[config.mk]
export PLATFORM = sky130hd
export DESIGN_NAME = noc_allocator_param
export DESIGN_NICKNAME = d
export VERILOG_FILES = /design/src/rtl/noc_alloc_pkg.sv /design/src/rtl/noc_rr_arbiter.sv /design/src/rtl/noc_allocator_param.sv
export SDC_FILE = /design/constraint.sdc
export NUM_CORES = 1
export LEC_CHECK = 0
export BUFFER_PORTS_ARGS = -buffer_cell sky130_fd_sc_hd__buf_2
export CORE_MARGIN = 8
export CORE_UTILIZATION = 18
export DETAILED_ROUTE_END_ITERATION = 6
export GPL_TIMING_DRIVEN = 0
export HOLD_SLACK_MARGIN = 0.15
export PLACE_DENSITY = 0.77
export SLEW_MARGIN = 20
export SYNTH_ARGS = -nofsm -noshare
export SYNTH_HDL_FRONTEND = slang
export SYNTH_HIERARCHICAL = 1
export SYNTH_SLANG_ARGS = --single-unit
[constraint.sdc]
create_clock -name clk -period 2.4 [get_ports clk]
set_input_delay 0.12 -clock clk [delete_from_list [all_inputs] [get_ports clk]]
set_output_delay 0.12 -clock clk [all_outputs]
set_load 0.01 [all_outputs]
[src/rtl/noc_alloc_pkg.sv]
// Shared definitions for the NoC output-port allocator: flit-type field width and encodings.
package noc_alloc_pkg;

    localparam int FTYPE_W = 2;

    typedef enum logic [FTYPE_W-1:0] {
        ENC_PAYL = 2'b00,
        ENC_HEAD = 2'b01,
        ENC_TAIL = 2'b10,
        ENC_SING = 2'b11
    } ftype_e;

    // HEAD and SINGLE flits carry a route field and may open an allocation.
    function automatic logic is_route_flit(input logic [FTYPE_W-1:0] ftype);
        return (ftype == ENC_HEAD) || (ftype == ENC_SING);
    endfunction

endpackage

[src/rtl/noc_rr_arbiter.sv]
// Combinational arbiter: scans requests starting at the pointer and returns a one-hot-or-zero grant.
module noc_rr_arbiter #(
    parameter int N_IN  = 2,
    parameter int PTR_W = 1
) (
    input  logic [N_IN-1:0]  req_i,
    input  logic             avail_i,
    input  logic [PTR_W-1:0] ptr_i,
    output logic [N_IN-1:0]  grant_o
);

    logic [PTR_W-1:0] idx_s;
    logic             found_s;

    // First requester at or after the pointer wins; no grant unless the output is available
    always_comb begin
        grant_o = '0;
        found_s = 1'b0;
        idx_s   = '0;
        for (int k = 0; k < N_IN; k++) begin
            idx_s = PTR_W'((int'(ptr_i) + k) % N_IN);
            if (avail_i && !found_s && req_i[idx_s]) begin
                grant_o[idx_s] = 1'b1;
                found_s        = 1'b1;
            end else begin
                found_s = found_s;
            end
        end
    end

endmodule

[src/rtl/noc_allocator_param.sv]
// Output-port allocator with wormhole locking and credit flow control.
// Define NOC_ALLOC_RROBIN_EN for round-robin arbitration; otherwise fixed priority (lowest index).
module noc_allocator_param
    import noc_alloc_pkg::*;
#(
    parameter int N_IN    = 2,
    parameter int FLIT_W  = 80,
    parameter int PORT_W  = 3,
    parameter int CREDITS = 4
) (
    input  logic                     clk,
    input  logic                     rst,
    input  logic [PORT_W-1:0]        which_port,
    input  logic [N_IN*FLIT_W-1:0]   flit_in,
    input  logic [N_IN-1:0]          valid_in,
    input  logic                     credit_in,
    output logic [N_IN-1:0]          select,
    output logic                     valid_out,
    output logic [N_IN-1:0]          nack_out,
    output logic                     shift_ctl,
    output logic                     credit_err
);

    localparam int PTR_W = (N_IN > 1) ? $clog2(N_IN) : 1;
    localparam int CNT_W = $clog2(CREDITS + 1);
    localparam logic [CNT_W-1:0] CNT_MAX = CNT_W'(CREDITS);

    logic [N_IN-1:0]  request_s, is_head_s, is_tail_s;
    logic [N_IN-1:0]  want_s, grant_s, accept_s, sel_s;
    logic [N_IN-1:0]  lock_q, lock_d;
    logic [CNT_W-1:0] credit_cnt_q, credit_cnt_d;
    logic             credit_err_q, credit_err_d;
    logic [PTR_W-1:0] arb_ptr_s;
    logic             locked_s, cred_ok_s, avail_s, fwd_s;
    logic             unused_flit_s;

    // Payload bits above the type and route fields pass through the datapath untouched
    assign unused_flit_s = ^flit_in;

    // Decode flit type and destination port of every valid input
    always_comb begin
        request_s = '0;
        is_head_s = '0;
        is_tail_s = '0;
        for (int i = 0; i < N_IN; i++) begin
            if (valid_in[i]) begin
                is_head_s[i] = (flit_in[i*FLIT_W +: FTYPE_W] == ENC_HEAD);
                is_tail_s[i] = (flit_in[i*FLIT_W +: FTYPE_W] == ENC_TAIL);
                request_s[i] = is_route_flit(flit_in[i*FLIT_W +: FTYPE_W]) &&
                               (flit_in[i*FLIT_W+FTYPE_W +: PORT_W] == which_port);
            end else begin
                is_head_s[i] = 1'b0;
                is_tail_s[i] = 1'b0;
                request_s[i] = 1'b0;
            end
        end
    end

    assign locked_s  = |lock_q;
    assign cred_ok_s = (credit_cnt_q != '0);
    assign avail_s   = ~locked_s & cred_ok_s;

    noc_rr_arbiter #(
        .N_IN  (N_IN),
        .PTR_W (PTR_W)
    ) u_arb (
        .req_i   (request_s),
        .avail_i (avail_s),
        .ptr_i   (arb_ptr_s),
        .grant_o (grant_s)
    );

    assign want_s   = (request_s | lock_q) & valid_in;
    assign accept_s = want_s & (grant_s | lock_q) & {N_IN{cred_ok_s}};
    assign sel_s    = locked_s ? (lock_q & valid_in) : grant_s;
    assign fwd_s    = |accept_s;

    // Outputs are forced low for as long as reset is held
    assign select     = rst ? sel_s : '0;
    assign valid_out  = rst ? fwd_s : 1'b0;
    assign nack_out   = rst ? (want_s & ~accept_s) : '0;
    assign shift_ctl  = rst ? |(grant_s & accept_s) : 1'b0;
    assign credit_err = credit_err_q;

    // A granted HEAD opens the lock; the accepted TAIL of the locked input closes it
    assign lock_d = (lock_q & ~(accept_s & is_tail_s)) | (grant_s & accept_s & is_head_s);

    // Credit counter next state; a return at full saturates and is flagged
    always_comb begin
        credit_cnt_d = credit_cnt_q;
        if (credit_in && (credit_cnt_q == CNT_MAX)) begin
            credit_err_d = 1'b1;
        end else begin
            credit_err_d = credit_err_q;
        end
        case ({credit_in, fwd_s})
            2'b10: begin
                if (credit_cnt_q != CNT_MAX) begin
                    credit_cnt_d = credit_cnt_q + CNT_W'(1);
                end else begin
                    credit_cnt_d = CNT_MAX;
                end
            end
            2'b01:   credit_cnt_d = credit_cnt_q - CNT_W'(1);
            default: credit_cnt_d = credit_cnt_q;
        endcase
    end

    // Lock and credit state registers
    always_ff @(posedge clk or negedge rst) begin
        if (!rst) begin
            lock_q       <= '0;
            credit_cnt_q <= CNT_MAX;
            credit_err_q <= 1'b0;
        end else begin
            lock_q       <= lock_d;
            credit_cnt_q <= credit_cnt_d;
            credit_err_q <= credit_err_d;
        end
    end

`ifdef NOC_ALLOC_RROBIN_EN
    logic [PTR_W-1:0] rr_ptr_q, rr_ptr_d;

    // Pointer moves just past the granted input and holds otherwise
    always_comb begin
        rr_ptr_d = rr_ptr_q;
        for (int i = 0; i < N_IN; i++) begin
            if (grant_s[i]) begin
                rr_ptr_d = (i == N_IN - 1) ? '0 : PTR_W'(i + 1);
            end else begin
                rr_ptr_d = rr_ptr_d;
            end
        end
    end

    // Round-robin pointer register
    always_ff @(posedge clk or negedge rst) begin
        if (!rst) begin
            rr_ptr_q <= '0;
        end else begin
            rr_ptr_q <= rr_ptr_d;
        end
    end

    assign arb_ptr_s = rr_ptr_q;
`else
    assign arb_ptr_s = '0;
`endif

endmodule

Word level (Yosys, flattened, before mapping). Cells that the tools add are included.

Register bits: 6. Input port bits: 168. Output and inout port bits: 7. Logic and storage cells: 63.

$add $sub $neg: 2. Equal/unequal tests: 12. Multiplexer cells: 16. Bitwise logic cells: 16. Reduce and logical (&&, ||, !) cells: 14.

Operator list (count): $and 2x2->2 (9); $eq 2x2->1 const B (5); $mux 1 (10); $mux 2 (4); $eq 2x1->1 const B (3); $eq 3x3->1 (2); $logic_and 1x1->1 (6); $or 2x2->2 (3); $pmux 3 s2 (1); $reduce_or 2->1 (3); $not 2->2 (2); $add 3x1->3 const B (1); $eq 3x3->1 const B (1); $mux 3 (1); $ne 3x3->1 const B (1); $reduce_bool 3->1 (1); $sub 3x1->3 const B (1); $logic_or 1x1->1 (2); $reduce_bool 2->1 (1); $and 1x1->1 (1); $logic_not 1->1 (1); $not 1->1 (1).

Depth between registers and ports, before layout.
Depth after elaboration: 17. Depth in mapped cells: 15. Gate-level depth less buffers: 15.

Hierarchy. The synthesis kept the hierarchy.

By module, submodules not included: noc_allocator_param (times used 1, cells each 75, area each 588.1 um^2, sequential area each 151.4 um^2); noc_rr_arbiter (times used 1, cells each 5, area each 21.3 um^2, sequential area each 0.0 um^2).

Worst setup path before layout. Ideal clock, no wire load.

Path kind: reg2reg. Start point: reg credit_cnt_q[0]. End point: reg credit_cnt_q[2]. Library setup time: 0.077 ns. Data arrival time: 2.248 ns. Data required time: 2.323 ns. Path slack: 0.074 ns. Cell stages (with the launch flop): 16. Buffers on the path: 0. Period minus slack after synthesis: 2.326 ns. Cells stage by stage: dfrtp_1 -> inv_1 -> ha_1 -> nor2b_1 -> nor3_1 -> nand2_1 -> a21oi_1 -> nand3_1 -> nor4_2 -> a211oi_1 -> nor2_1 -> ha_1 -> nand2_1 -> a21oi_1 -> nor2_1 -> a31oi_1.

Cells in the longest elaborated chain, start to end: 14. Elaborated cells on any way between the ends: 21. Classes of those cells: add/sub: 2; eq/ne: 3; mux: 5; bitwise: 4; reduce/logical: 7.

Ends and longest elaborated chain: start: declaration (RTL line noc_allocator_param.sv:31) `logic [CNT_W-1:0] credit_cnt_q, credit_cnt_d;`; start signal: assignment (RTL line noc_allocator_param.sv:117) `credit_cnt_q <= credit_cnt_d;`; $reduce_bool 3->1 (*) (RTL line noc_allocator_param.sv:60) `assign cred_ok_s = (credit_cnt_q != '0);`; $and 1x1->1 (*) (RTL line noc_allocator_param.sv:61) `assign avail_s = ~locked_s & cred_ok_s;`; net avail_s (RTL line noc_allocator_param.sv:34) `logic locked_s, cred_ok_s, avail_s, fwd_s;`; $logic_and 1x1->1 (RTL line noc_rr_arbiter.sv:22) `if (avail_i && !found_s && req_i[idx_s]) begin`; $mux 1 (RTL line noc_rr_arbiter.sv:22); $logic_not 1->1 (RTL line noc_rr_arbiter.sv:22); $logic_and 1x1->1 (*) (2 in series) (RTL line noc_rr_arbiter.sv:22); $mux 2 (*) (RTL line noc_rr_arbiter.sv:22); net grant_s[1] (RTL line noc_allocator_param.sv:29) `logic [N_IN-1:0] want_s, grant_s, accept_s, sel_s;`; $or 2x2->2 (*) (RTL line noc_allocator_param.sv:74) `assign accept_s = want_s & (grant_s | lock_q) & {N_IN{cred_ok_s}};`; $and 2x2->2 (*) (2 in series) (RTL line noc_allocator_param.sv:74); $reduce_or 2->1 (*) (RTL line noc_allocator_param.sv:76) `assign fwd_s = |accept_s;`; $eq 2x1->1 or $eq 2x2->1 (tied branches) (RTL line noc_allocator_param.sv:96) `case ({credit_in, fwd_s})`; $pmux 3 s2 or $reduce_bool 2->1 (tied branches).

The timed path passes the listed nets; every way through them passes the cells marked *. A chain may end at the register's enable or synchronous reset.

Final worst setup path. Ends and elaborated chain as after synthesis.

==> reports/metrics.yaml <==
power_and_ir_drop:
  combPwrFrac: 0.567
  p_leak_nw: 0.4705
  pwr-share-seq: 0.256
  switching_share: 0.3865
  ir_drop_mv: 0.4308
  power_mw: 0.6239
  switching_power_mw: 0.2412
  intPower_mw: 0.3828
  power.share.clock: 0.176
  p_per_area_nw_per_um2: 586.0
clocking:
  cts_root_buffer: "clkbuf_4"
  cts_buffer_depth: 2
  clkLatencyLatePin_ns: 0.26
  cts_sinks: 6
  path_clk_slew_ns: 0.05
  ctsHtreeMaxLevel: 1
  cts_tree: "yes"
  cts_inserted_buffers: 3
synth:
  syn_area_per_cell_sq_um: 7.617
  netlist_area_sq_um: 609.3
  ys_top_cells_by_area: "dfrtp_1 (21%), xor2_1 (8.6%), ha_1 (8.2%)"
  synth-simple-area-share: 0.3080
  synth_cells: 80
  synth_xor_xnor_area_share: 0.1006
  synth_ff_type: "dfrtp_1"
  synth_top_family_by_area: "simple AND/OR/NAND/NOR gates"
  yosys.area_share.adder: 0.08214
  synthMuxAreaShare: 0
  synth_edf_count: 0
  async_flop_share: 1.000
  ys_types: 23
  synth_top_area_cell: "dfrtp_1"
  synth.top_cell.area_share: 0.2053
  synth_warnings: 6
  seq_area_frac_synth: 0.2485
  ys_ff_latch: 6
  synth_compound_area_frac: 0.2238
cells_and_area:
  drive_gt1_frac: 0.4769
  most-common-layout-cells: "buf_2 (24), buf_4 (17), nand2_1 (12)"
  diodes: 0
  final_common_cell: "buf_2"
  nNetsFinal: 303
  synthToLayoutAreaGrowth_pct: 74.74
  fin_cells: 176
timing:
  period_share: 0.9579
  timing.final.ws_setup_ns: 0.1011
  finalMaxSlewViolations: 0
  fin_crit_ns: 2.299
  clock_skew_ns: 0.004068
  setup_viol: 0
  fmax_mhz: 435.0
  rsz0062_at_grt: "true"
  hold_viol_final: 0
floorplanning:
  fp.dieW_um: 74.18
  start_util: 0.1855
  die_y_um: 74.18
  fp-row-count: 21
  die-area_sq_um: 5503
  core_sq_um: 3284
  io-pin-count: 175
placement:
  dp_cells: 151
  gp_congestion: 0.8391
  place_worst_setup_slack_ns: -0.3638
  port_buffers: 24
  hpwl_mm: 1.371
flow_run:
  cap_violations: 0
global_route:
  grt_max_degree: 14
  grt_pass1_wl_mm: 3.318
  overflow: 0
  antenna_found_initial: 0
  track_usage: 0.07950
  grt_pass1_vias: 741
worst_setup_path:
  start_kind: "flip-flop"
  cp_data_arrival_time_ns: 2.48
  crit_end: "credit_cnt_q[2]"
  rr_startpoint: "credit_cnt_q[0]"
  setup.worst_path.start: "credit_cnt_q[0]"
  crit_fanout: 4
  ff2ff_path_depth: 15
  crit_type: "reg -> reg"
  required_ns: 2.58
  r2r-end: "credit_cnt_q[2]"
  endpoint_kind: "flip-flop"
  reg2reg_setup_slack_ns: 0.10
routing:
  route.detailed.drc: 0
  ant_nets: 0
  routedWlPerCell_um: 12.01
  drt_iter0_markers: 21
  firstDrtPassIters: 4
  vias: 748
  vias_per_cell: 4.250
  routed_wl_mm: 2.113
min_path:
  holdCritPathClass: "in -> async"
outcome:
  status: "finished clean"
## worst min-delay path by stage
stage,start,endpoint,slack [ns],cells past startpoint
after CTS,rst,credit_err,0.27,2
after floorplan,rst,credit_cnt_q[0],-0.18,0
after detailed placement,rst,credit_err,-0.008,1
final,rst,lock_q[1],0.26,2
after global routing,rst,lock_q[1],0.30,2
after global placement,rst,credit_err,-0.005,1
## power groups by stage
stage / combinational [mW] / clock [mW] / sequential, mW
final: 0.354 / 0.110 / 0.160
after global routing: 0.385 / 0.118 / 0.163
after CTS: 0.311 / 0.108 / 0.158
after detailed placement: 0.193 / 0 / 0.154
after global placement: 0.187 / 0 / 0.155
after floorplan: 0.145 / 0 / 0.150
## per-layer routing
layer / vias to the layer above / track usage / share of wire
met5: - / 0 / 0
met4: 0 / 0.04656 / 0.025
met3: 5 / 0.02022 / 0.049
met2: 39 / 0.1172 / 0.46
met1: 330 / 0.1013 / 0.46
li1: 374 / - / -
## worst max-delay path, stage by stage (launching register included)
cell and delay [ns]:
dfrtp_1 0.36, inv_2 0.06, ha_4 0.16, nor2b_4 0.12
nor3_2 0.13, nand2_1 0.10, a21oi_2 0.17, nand3_2 0.11
nor4_4 0.20, a211oi_2 0.09, nor2_2 0.16, ha_4 0.18
nand2_2 0.06, a21oi_2 0.11, nor2_1 0.04, a31oi_1 0.16
## cell usage after synthesis (all sizes together) (3+ instances only)
master and n:
xor2 6, inv 5, dfrtp 5, nor4 3
ha 4, nor2 7, nand2 13, o21ai 7
nand3 3, a21oi 9, nand2b 4
## logic make-up (layout without fill, tap and decap cells)
family	after synthesis	in the layout
other	1	2
and+or+nand+nor	33	33
buffers and inverters	5	54
xor gates and xnor gates	7	7
AOI/OAI and AO/OA	24	24
DFF	6	6
adders and majority gates	4	4
## final cells by class
class                           instances  area, sq um
Tap cell                               46        57.56
Inverter                                5        18.77
Multi-Input combinational cell         70        523.0
Timing Repair Buffer                   45        287.8
Sequential cell                         6        151.4
Clock buffer                            4        26.28
Fill cell                             342         2220
## state kept, by name, summed over array words and instances, names as in the netlist
register,count
credit_cnt_q,3
credit_err,1
lock_q,2
## stage by stage
stage / instance area [sq um] / hold WS, ns / utilization / setup TNS, ns
finish: 1065 / 0.2627 / 0.3242 / 0
global route: 1065 / 0.3000 / 0.3242 / -0.09451
CTS: 1023 / 0.2716 / 0.3116 / -0.01476
detailed placement: 790.8 / -0.007508 / 0.2408 / -0.8033
global placement: 790.8 / -0.004822 / 0.2408 / -0.7371
floorplan: 613.1 / -0.1756 / - / 0
## repair_timing
item	4_1_cts	5_1_grt
resized for setup	14	4
buffers inserted	14	4
cloned	0	0
pin swaps	8	7
hold endpoints to repair	9	0
setup endpoints to repair	4	5
hold buffers	4	0
(Power assumes the default switching activity.)
